File: src/rtl/fwd_hazard_unit.sv
// Operand forwarding, load-use and MDU hazard detection with stall counter.
// Optional MDU scoreboard enabled by defining HAZ_MDU_EN.
module fwd_hazard_unit #(
  parameter int REG_AW  = 6,
  parameter int NSRC    = 2,
  parameter int MDU_LAT = 4,
  parameter int CNT_W   = 16
) (
  input  logic                   clk,
  input  logic                   reset,
  input  logic [NSRC*REG_AW-1:0] id_src,
  input  logic [NSRC-1:0]        id_src_used,
  input  logic                   id_is_mdu,
  input  logic [NSRC*REG_AW-1:0] idex_src,
  input  logic                   idex_regwr,
  input  logic                   idex_memrd,
  input  logic [REG_AW-1:0]      idex_rdes,
  input  logic                   exmem_regwr,
  input  logic [REG_AW-1:0]      exmem_rdes,
  input  logic                   memwb_regwr,
  input  logic [REG_AW-1:0]      memwb_rdes,
  input  logic                   mdu_start,
  input  logic [REG_AW-1:0]      mdu_rdes,
  input  logic                   flush,
  input  logic                   cnt_clr,
  output logic [2*NSRC-1:0]      fwd_sel,
  output logic                   stall,
  output logic                   mdu_busy,
  output logic                   mdu_done,
  output logic                   mdu_ovr,
  output logic [CNT_W-1:0]       stall_cnt
);

  if (NSRC < 1 || NSRC > 4) begin : g_bad_nsrc
    $error("fwd_hazard_unit: NSRC must be 1..4");
  end

  if (MDU_LAT < 2 || MDU_LAT > 15) begin : g_bad_lat
    $error("fwd_hazard_unit: MDU_LAT must be 2..15");
  end

  localparam logic [CNT_W-1:0] CNT_MAX = {CNT_W{1'b1}};

  logic [NSRC-1:0] ex_hit;
  logic [NSRC-1:0] wb_hit;
  logic [NSRC-1:0] lu_hit;
  logic            ex_ok;
  logic            wb_ok;
  logic            lu_ok;
  logic            load_use;
  logic            mdu_haz;

  // Writers of r0 never forward and never create a hazard.
  assign ex_ok = exmem_regwr && (exmem_rdes != '0);
  assign wb_ok = memwb_regwr && (memwb_rdes != '0);
  assign lu_ok = idex_memrd && idex_regwr && (idex_rdes != '0);

  for (genvar i = 0; i < NSRC; i++) begin : g_src
    logic [REG_AW-1:0] ex_src;
    logic [REG_AW-1:0] rd_src;

    assign ex_src = idex_src[i*REG_AW +: REG_AW];
    assign rd_src = id_src[i*REG_AW +: REG_AW];

    assign ex_hit[i] = ex_ok && (exmem_rdes == ex_src);
    assign wb_hit[i] = wb_ok && (memwb_rdes == ex_src);
    assign lu_hit[i] = id_src_used[i] && (rd_src == idex_rdes);

    // Younger EX/MEM result takes priority over MEM/WB.
    assign fwd_sel[2*i +: 2] = ex_hit[i] ? 2'b10 :
                               wb_hit[i] ? 2'b01 : 2'b00;
  end

  assign load_use = lu_ok && (|lu_hit);

`ifdef HAZ_MDU_EN

  localparam logic [3:0] LAT4 = 4'(MDU_LAT);

  logic [3:0]        mdu_cnt;
  logic [REG_AW-1:0] mdu_rd;
  logic              ovr_q;
  logic [NSRC-1:0]   rd_hit;
  logic [NSRC-1:0]   iss_hit;

  for (genvar i = 0; i < NSRC; i++) begin : g_mdu
    logic [REG_AW-1:0] rd_src;

    assign rd_src     = id_src[i*REG_AW +: REG_AW];
    assign rd_hit[i]  = id_src_used[i] && (rd_src == mdu_rd);
    assign iss_hit[i] = id_src_used[i] && (rd_src == mdu_rdes);
  end

  // Scoreboard: load on idle issue, count down to completion.
  always_ff @(posedge clk or posedge reset) begin
    if (reset) begin
      mdu_cnt <= '0;
      mdu_rd  <= '0;
    end else if (mdu_start && (mdu_cnt == '0)) begin
      mdu_cnt <= LAT4;
      mdu_rd  <= mdu_rdes;
    end else if (mdu_cnt != '0) begin
      mdu_cnt <= mdu_cnt - 4'd1;
    end
  end

  // Sticky overrun: an issue arrived while a result was pending.
  always_ff @(posedge clk or posedge reset) begin
    if (reset) begin
      ovr_q <= 1'b0;
    end else if (mdu_start && (mdu_cnt != '0)) begin
      ovr_q <= 1'b1;
    end
  end

  assign mdu_busy = (mdu_cnt != '0);
  assign mdu_done = (mdu_cnt == 4'd1);
  assign mdu_ovr  = ovr_q;

  assign mdu_haz =
    (mdu_busy && (id_is_mdu ||
                  ((mdu_rd != '0) && (|rd_hit)))) ||
    (mdu_start && (mdu_rdes != '0) && (|iss_hit));

`else

  logic unused_mdu;

  assign unused_mdu = ^{mdu_start, mdu_rdes, id_is_mdu};
  assign mdu_busy   = 1'b0;
  assign mdu_done   = 1'b0;
  assign mdu_ovr    = 1'b0;
  assign mdu_haz    = 1'b0;

`endif

  // A killed ID instruction has nothing to wait for.
  assign stall = (load_use || mdu_haz) && !flush;

  // Saturating stall-cycle counter; clear wins over increment.
  always_ff @(posedge clk or posedge reset) begin
    if (reset) begin
      stall_cnt <= '0;
    end else if (cnt_clr) begin
      stall_cnt <= '0;
    end else if (stall && (stall_cnt != CNT_MAX)) begin
      stall_cnt <= stall_cnt + 1'b1;
    end
  end

endmodule

File: config.mk
export PLATFORM = sky130hd
export DESIGN_NAME = fwd_hazard_unit
export DESIGN_NICKNAME = d
export VERILOG_FILES = /design/src/rtl/fwd_hazard_unit.sv
export SDC_FILE = /design/constraint.sdc
export NUM_CORES = 1
export LEC_CHECK = 0
export BUFFER_PORTS_ARGS = -buffer_cell sky130_fd_sc_hd__buf_2
export CORE_MARGIN = 3
export CORE_UTILIZATION = 35
export CTS_CLUSTER_DIAMETER = 80
export DETAILED_ROUTE_END_ITERATION = 7
export PLACE_DENSITY = 0.66
export RECOVER_POWER = 50
export SLEW_MARGIN = 20
export SYNTH_ARGS = -nofsm -noshare
export SYNTH_HDL_FRONTEND = slang
export SYNTH_SLANG_ARGS = --single-unit
File: constraint.sdc
create_clock -name clk -period 3.2 [get_ports clk]
set_input_delay 0.16 -clock clk [delete_from_list [all_inputs] [get_ports clk]]
set_output_delay 0.16 -clock clk [all_outputs]
set_load 0.01 [all_outputs]
### Yosys cells after proc, flatten, opt, wreduce, memory -nomap -nowiden

Cells that the tools add are included.

* $add $sub $neg: 1
* equality and inequality tests: 7
* reduce and logical (&&, ||, !) cells: 19
* mux-type cells: 6

Operators by type and width (number)
* $eq 6x6->1: 6
* $mux 16: 2
* $reduce_bool 6->1: 3
* $add 16x1->16 const B: 1
* $ne 16x16->1 const B: 1
* $logic_and 1x1->1: 13
* $mux 2: 2
* $mux 1: 2
* $reduce_bool 2->1: 1
* $reduce_or 2->1: 1
* $logic_not 1->1: 1

* output and inout port bits: 24
* register bits: 16

### Longest topological paths before layout

Gate-level depths: netlist (run 1).

* depth in word-level cells: 8
* depth in mapped cells: 8

### Least setup slack after synthesis (run 1)

No wires, ideal clock.

* path kind: reg-to-reg
* from: reg stall_cnt[7]
* to: reg stall_cnt[9]
* data arrival time: 1789 ps
* period minus slack after synthesis: 1914 ps
* library setup time: 125 ps
* path buffers: 2
* cell stages (with the launch flop): 8
* required time: 3075 ps
* slack: 1286 ps
* cell sequence: dfrtp_1 nand4_2 or4_1 buf_4 nand2_4 buf_8 nor4_2 mux2_4

* word-level cells in the longest chain between the ends: 3
* elaborated cells between the ends (all ways): 6
* those cells by class: 1 x add/sub; 1 x eq/ne; 2 x mux; 2 x reduce/logical

Ends and longest elaborated chain
* from (decl): line 31 `output logic [CNT_W-1:0] stall_cnt`
* from (signal assigned): line 147 `stall_cnt <= stall_cnt + 1'b1;`
* $add 16x1->16 / $ne 16x16->1 (equally long branches): line 147, 146
* $mux 16 / $logic_and 1x1->1 (equally long branches): line 146 `end else if (stall && (stall_cnt != CNT_MAX)) begin`
* $mux 16 / $reduce_bool 2->1 (equally long branches)

Several ways; a longest one is shown, not always the timed one. The select of a mux whose other input is x is not followed.
A chain may end at the register's enable or synchronous reset.

### Final worst setup path (run 1)

* from: reg stall_cnt[3]
* to: reg stall_cnt[9]

The elaborated chain is that of the path after synthesis.

==> results of run 1 <==
through the flow:
step           total power, W  worst slack (ns)
2_1_floorplan       0.0002695             1.286
3_3_place_gp        0.0003184             1.147
3_5_place_dp        0.0003203             1.131
4_1_cts             0.0005044             1.125
5_1_grt             0.0005206             1.015
6_report            0.0005001             1.131
logic make-up (layout without fill, tap and decap cells):
logic type	after synthesis	count (layout)	synth area share, %
mux	5	5	4.726
fa+ha+maj	1	1	0.8291
other cells	1	3	0.2485
compound gates	27	27	11.53
xor+xnor	36	36	20.90
flops	16	16	26.53
buf+inv	10	78	4.477
simple gates	75	75	30.76
cell usage in the layout (no fill, tap or decap), drive strengths merged:
cell         netlist  final
or2                2      2
nor2b              6      6
nand2              7      7
a211oi             1      1
or4                8      8
and3               1      1
conb               1      3
inv                1      1
o22ai              1      1
xor2              12     12
mux2               5      5
nand3              9      9
clkbuf             3     16
or3                6      6
and2               1      1
a21oi             10     10
ha                 1      1
buf                6     60
dlygate4sd3        0      1
o31ai              4      4
o22a               1      1
o31a               1      1
a311oi             1      1
nor2              10     10
nor4               9      9
nor3               3      3
xnor2             24     24
a31oi              1      1
dfrtp             16     16
nand4             13     13
o21ai              7      7
layout make-up:
type                       instances  area [sq um]
timing repair buffer              73         355.3
inverter                           1         3.754
fill                             424          2161
clock buffer                       4         55.05
tap                               50         62.56
sequential                        16         400.4
multi-input combinational        147          1049
worst max-delay path: stages (launching register included):
cell     delay, ns
dfrtp_1       0.46
nand4_2       0.18
or4_1         0.67
nand2_4       0.23
nor4_2        0.08
mux2_4        0.32
layer usage:
layer	vias up	global-route usage, %	wire [microns]
li1	766	-	-
met1	720	18.67	1561
met2	44	27.76	2082
met3	4	2.244	210
met4	0	2.505	34
met5	-	0	0
final timing paths:
kind,slack (ns),cells past startpoint,to,start
max in group asynchronous,2.30,3,stall_cnt[1],reset
setup / recovery,1.13,5,stall_cnt[9],stall_cnt[3]
hold reg to reg,0.60,2,stall_cnt[5],stall_cnt[5]
min in group asynchronous,0.51,3,stall_cnt[7],reset
setup reg to reg,1.13,5,stall_cnt[9],stall_cnt[3]
hold / removal,0.28,4,stall_cnt[1],flush
power by group through the flow:
stage	clock [W]	combinational (W)	sequential (W)
4_1_cts	0.000187	0.000115	0.000202
2_1_floorplan	0	0.0000634	0.000206
6_report	0.000184	0.000114	0.000202
3_3_place_gp	0	0.000112	0.000206
5_1_grt	0.000191	0.000127	0.000202
3_5_place_dp	0	0.000114	0.000206
==> parameters.txt, run 1 <==
Parameter                              Value

Power
  Gate power share ... 22.8%
  Power per Cell Area ... 259.7 nW/um^2
  Total leakage power ... 0.7908 nW
  Clock network fraction of total power ... 36.7%
  Power share of the sequential group ... 40.5%
  Cell internal pwr ... 0.0003671 W
  Net Sw Power ... 0.0001330 W
  Switching part of the total power ... 26.59%
  Maximum ir drop on the vdd rail ... 0.00008666 V

Finish
  Fraction of layout instances using a drive strength above 1 ... 32.78%
  Top Registers ... stall_cnt x16
  Non-Filler Cell Area, Final ... 1926 sq um
  Layout Nets ... 303
  Number of flip-flops under the largest register name ... 16
  Antenna fix cells ... 0
  Final Util ... 47.12%
  Register with the highest flop count ... stall_cnt
  Area growth from synthesis to layout ... 27.61%
  Final standard cell count with taps included and fillers excluded ... 291

Placed design
  Number of cells after detailed placement ... 286
  HPWL after DPL ... 3.146 mm
  Final GP Congestion ... 0.7846
  Buffers on Ports ... 72
  Instance area after placement ... 1876 sq um

Clock network
  Setup fix buffers added after clock tree synthesis ... 0
  Clk pin slew, worst setup/hold paths ... 0.07 ns
  # H-tree levels ... 1
  CTS sink cnt ... 16
  CTS Root Buffer Type ... clkbuf_8
  Clock tree from TritonCTS ... yes
  CTS buffer count ... 3
  Clock latency at the later pin of the worst-skew pair ... 0.25 ns
  Hold bufs inserted after CTS ... 1
  Longest Clk Path Bufs ... 2
  Resized cells post-CTS ... 0

Synth
  Library cells used by synthesis ... 36
  Yosys top cell by area ... dfrtp_1
  Most numerous cell in the Yosys netlist ... xnor2_1
  Post-Syn Instances ... 171
  Flip-flop and latch count after synthesis ... 16
  Sequential area share after synthesis ... 26.53%
  Synthesized area per cell ... 8.824 sq um
  Most used flip-flop cell after synthesis ... dfrtp_1
  Area share of the leading cell type in the synthesized netlist ... 26.53%
  Most area-consuming cells after synthesis ... dfrtp_1, xnor2_1, xor2_1
  Number of enable flip-flop cells after synthesis ... 0
  Post-Syn Area ... 1509 sq um
  Synth async-reset ratio ... 100.0%
  Number of warnings issued by yosys ... 0
  List of most frequent post-synthesis cells ... xnor2_1, dfrtp_1, xor2_1

STA
  Final Cycle Share ... 64.66%
  RSZ-0062 raised after global routing ... no
  Worst clock skew ... 0.002838 ns
  Final Max Tran Viols ... 0
  Max Clock Freq ... 483.3 MHz
  Final setup violation count ... 0
  Worst hold-check slack ... 0.2805 ns
  Final min period ... 2.069 ns
  Max transition margin ... 47.52%
  Worst-Margin Slew ... 0.7872 ns
  Count of final hold-check violations ... 0
  Total negative slack ... 0 ns

Setup path
  Worst endpoint required time ... 3.34 ns
  Maximum fanout along the worst path ... 14
  Worst setup SP type ... flop
  WP data arrival ... 2.21 ns
  Crit path kind ... flop to flop
  Sort of element at the end of the critical path ... flop

Hold path
  Type of the worst min-delay path ... primary input to flop

Global route
  GRT Resource Usage Total ... 15.06%
  Vias in the first global route ... 1479
  Largest net degree at the start of global routing ... 25
  Wire length of the first global-routing pass ... 6.472 mm
  Antenna violations before repair ... 0
  Overall overflow remaining after global route ... 0

Floorplan
  Horizontal die dimension ... 71.66 microns
  Area of the placeable core ... 4086 sq um
  Effective utilization at floorplan ... 36.93%
  Floorplan row count ... 23
  Y dimension of the die ... 71.66 microns
  Boundary pin count ... 84
  Die outline area ... 5135 sq um

Routing
  Total wirelength of the detailed-routed design ... 3.887 mm
  Number of nets still failing antenna checks after routing ... 0
  Total iterations of the first detailed-routing run ... 4
  Routed vias ... 1534
  Drt drc ... 0
  Routed len/inst ... 13.36 microns
  Iteration-0 DRC Markers ... 80
  Vias/cell ... 5.271

Run
  Max-capacitance violation count ... 0

Run status
  Result of the run ... completed
Power figures use the tool's default switching activity.
==> run 2: changes to the inputs <==
PLACE_DENSITY = 0.68   (was 0.66)
clock period = 1.69 ns   (was 3.2 ns; I/O delays follow)
==> parameters.txt, run 2 (synthesized netlist as in run 1, its figures left out) <==
Parameter                              Value

Clock network
  Clk pin slew, worst setup/hold paths ... 0.07 ns (about the same)
  Clock latency at the later pin of the worst-skew pair ... 0.26 ns (was 0.25 ns)
  Longest Clk Path Bufs ... 2 (unchanged)
  CTS Root Buffer Type ... clkbuf_8 (unchanged)
  Clock tree from TritonCTS ... yes (unchanged)
  CTS sink cnt ... 16 (unchanged)
  CTS buffer count ... 3 (unchanged)
  # H-tree levels ... 1 (unchanged)

Routing
  Number of nets still failing antenna checks after routing ... 0 (unchanged)
  Iteration-0 DRC Markers ... 64 (was 80)
  Routed vias ... 1731 (was 1534)
  Total iterations of the first detailed-routing run ... 4 (unchanged)
  Routed len/inst ... 14.24 microns (was 13.36 microns)
  Total wirelength of the detailed-routed design ... 4.713 mm (was 3.887 mm)
  Drt drc ... 0 (unchanged)
  Vias/cell ... 5.230 (was 5.271)

Run status
  Violations in the final reports ... negative setup slack
  Result of the run ... finished with violations (was completed)

Global route
  Vias in the first global route ... 1677 (was 1479)
  GRT Resource Usage Total ... 17.87% (was 15.06%)
  Antenna violations before repair ... 0 (unchanged)
  Overall overflow remaining after global route ... 0 (unchanged)
  Largest net degree at the start of global routing ... 22 (was 25)
  Wire length of the first global-routing pass ... 7.452 mm (was 6.472 mm)

STA
  Worst clock skew ... 0.004953 ns (was 0.002838 ns)
  Count of final hold-check violations ... 0 (unchanged)
  Final Cycle Share ... 104.5% (was 64.66%)
  Max transition margin ... 57.67% (was 47.52%)
  Final Max Tran Viols ... 0 (unchanged)
  Setup WS post-layout ... -0.07660 ns (was 1.131 ns)
  Final min period ... 1.767 ns (was 2.069 ns)
  RSZ-0062 raised after global routing ... yes (was no)
  Worst-Margin Slew ... 0.6343 ns (was 0.7872 ns)
  Max Clock Freq ... 566.1 MHz (was 483.3 MHz)
  Final setup violation count ... 9 (was 0)
  Total negative slack ... -0.4842 ns (was 0 ns)

Finish
  Fraction of layout instances using a drive strength above 1 ... 56.58% (was 32.78%)
  Most common cell after layout, fill and taps aside ... buf_2 (unchanged)
  Antenna fix cells ... 0 (unchanged)
  Filler Cells Inserted ... 359 (was 424)
  Register with the highest flop count ... stall_cnt (unchanged)
  Number of flip-flops under the largest register name ... 16 (unchanged)
  Commonest non-fill, non-tap cells in the layout ... buf_2, buf_4, xnor2_1 (was buf_2, xnor2_1, dfrtp_1)
  Non-Filler Cell Area, Final ... 2449 sq um (was 1926 sq um)
  Top Registers ... stall_cnt x16 (unchanged)
  Area growth from synthesis to layout ... 62.27% (was 27.61%)
  Layout Nets ... 343 (was 303)
  Final standard cell count with taps included and fillers excluded ... 331 (was 291)

Setup path
  Worst reg2reg endpoint ... stall_cnt[9] (unchanged)
  CP Cell Sequence ... nand4_4 -> or4_4 -> nand2_8 -> nor4_4 -> mux2_4 (was nand4_2 -> or4_1 -> nand2_4 -> nor4_2 -> mux2_4)
  Sort of element at the end of the critical path ... flop (unchanged)
  Number of cells on the worst reg-to-reg path ... 5 (unchanged)
  Worst setup slack for register-to-register paths ... -0.08 ns (was 1.13 ns)
  Cell with the largest stage delay on the worst path ... or4_4 (was or4_1)
  Setup crit start ... stall_cnt[7] (was stall_cnt[3])
  Reg-to-reg startpoint ... stall_cnt[7] (was stall_cnt[3])
  Crit path kind ... flop to flop (unchanged)
  Worst endpoint required time ... 1.84 ns (was 3.34 ns)
  Maximum fanout along the worst path ... 5 (was 14)
  WP data arrival ... 1.92 ns (was 2.21 ns)
  Delay contributed by the slowest stage of the critical path ... 0.62 ns (was 0.67 ns)
  Worst setup SP type ... flop (unchanged)

Power
  Power after layout ... 0.0009478 W (was 0.0005001 W)
  Total leakage power ... 1.133 nW (was 0.7908 nW)
  Maximum ir drop on the vdd rail ... 0.0001987 V (was 0.00008666 V)
  Power per Cell Area ... 387.1 nW/um^2 (was 259.7 nW/um^2)

Run
  Max-capacitance violation count ... 0 (unchanged)

Floorplan
  Horizontal die dimension ... 71.66 microns (unchanged)
  Y dimension of the die ... 71.66 microns (unchanged)
  Boundary pin count ... 84 (unchanged)
  Floorplan row count ... 23 (unchanged)
  Area of the placeable core ... 4086 sq um (unchanged)
  Effective utilization at floorplan ... 36.93% (unchanged)
  Die outline area ... 5135 sq um (unchanged)

Hold path
  Hold Crit Start ... cnt_clr (was flush)
  Worst Hold End ... stall_cnt[5] (was stall_cnt[1])
  Number of stages on the worst hold path ... 2 (was 4)
  Type of the worst min-delay path ... primary input to flop (unchanged)

Placed design
  HPWL after DPL ... 3.479 mm (was 3.146 mm)
  Buffers on Ports ... 72 (unchanged)
  Post-Place Worst Slack ... -0.1247 ns (was 1.131 ns)
  Instance area after placement ... 2140 sq um (was 1876 sq um)
  Final GP Congestion ... 0.7894 (was 0.7846)
  Number of cells after detailed placement ... 320 (was 286)
==> run 2: repair_timing <==
action                                  4_1_cts  5_1_grt
hold buffers                                  1        0
endpoints found under the setup margin       15       17
pin swaps                                     5       15
buffers inserted                              3        2
gates cloned                                  1        0
resized for setup                            16       27
endpoints found under the hold margin        16        0
==> run 2: power by group <==
group / internal [W] / switching (W)
logic: 0.000125 / 0.000124
clock network: 0.000168 / 0.000148
registers: 0.000383 / 0.0000000521
==> run 2: worst max-delay path by stage <==
stage / to / slack, ns
after floorplan: stall_cnt[9] / -0.21
after global placement: stall_cnt[5] / -0.08
after detailed placement: stall_cnt[11] / -0.12
after CTS: stall_cnt[9] / -0.06
after global routing: stall_cnt[9] / -0.13
final: stall_cnt[9] / -0.08
==> run 2: through the flow <==
| stage | utilization, % | hold WS [ns] |
|---|---|---|
| CTS | 56.77 | 0.2546 |
| floorplan | - | -0.002098 |
| global route | 59.92 | 0.2905 |
| detailed placement | 52.36 | 0.1926 |
| global placement | 52.36 | 0.1895 |
| finish | 59.92 | 0.2630 |
==> run 2: per-layer routing <==
layer	share of wire (%)	GRT usage [%]
met5	0	0
met1	39	20.78
met2	53	32.76
met3	5.3	2.945
met4	1.9	6.263
==> run 2: worst max-delay path: cells and delay by family, from the launching register on <==
kind / cells / cell delay, ns
multiplexers: 1 / 0.31
AND/OR/NAND/NOR: 4 / 0.95
flip-flops: 1 / 0.40
==> run 2: final cells by class <==
| cell class | instances | area, sq um | share of cell area [%] |
|---|---|---|---|
| clock buffers | 4 | 45.04 | 1.840 |
| inverters | 1 | 3.754 | 0.1533 |
| multi-input cells | 148 | 1249 | 51.00 |
| flip-flops and latches | 16 | 406.6 | 16.61 |
| well taps | 50 | 62.56 | 2.555 |
| repair buffers | 112 | 681.9 | 27.85 |
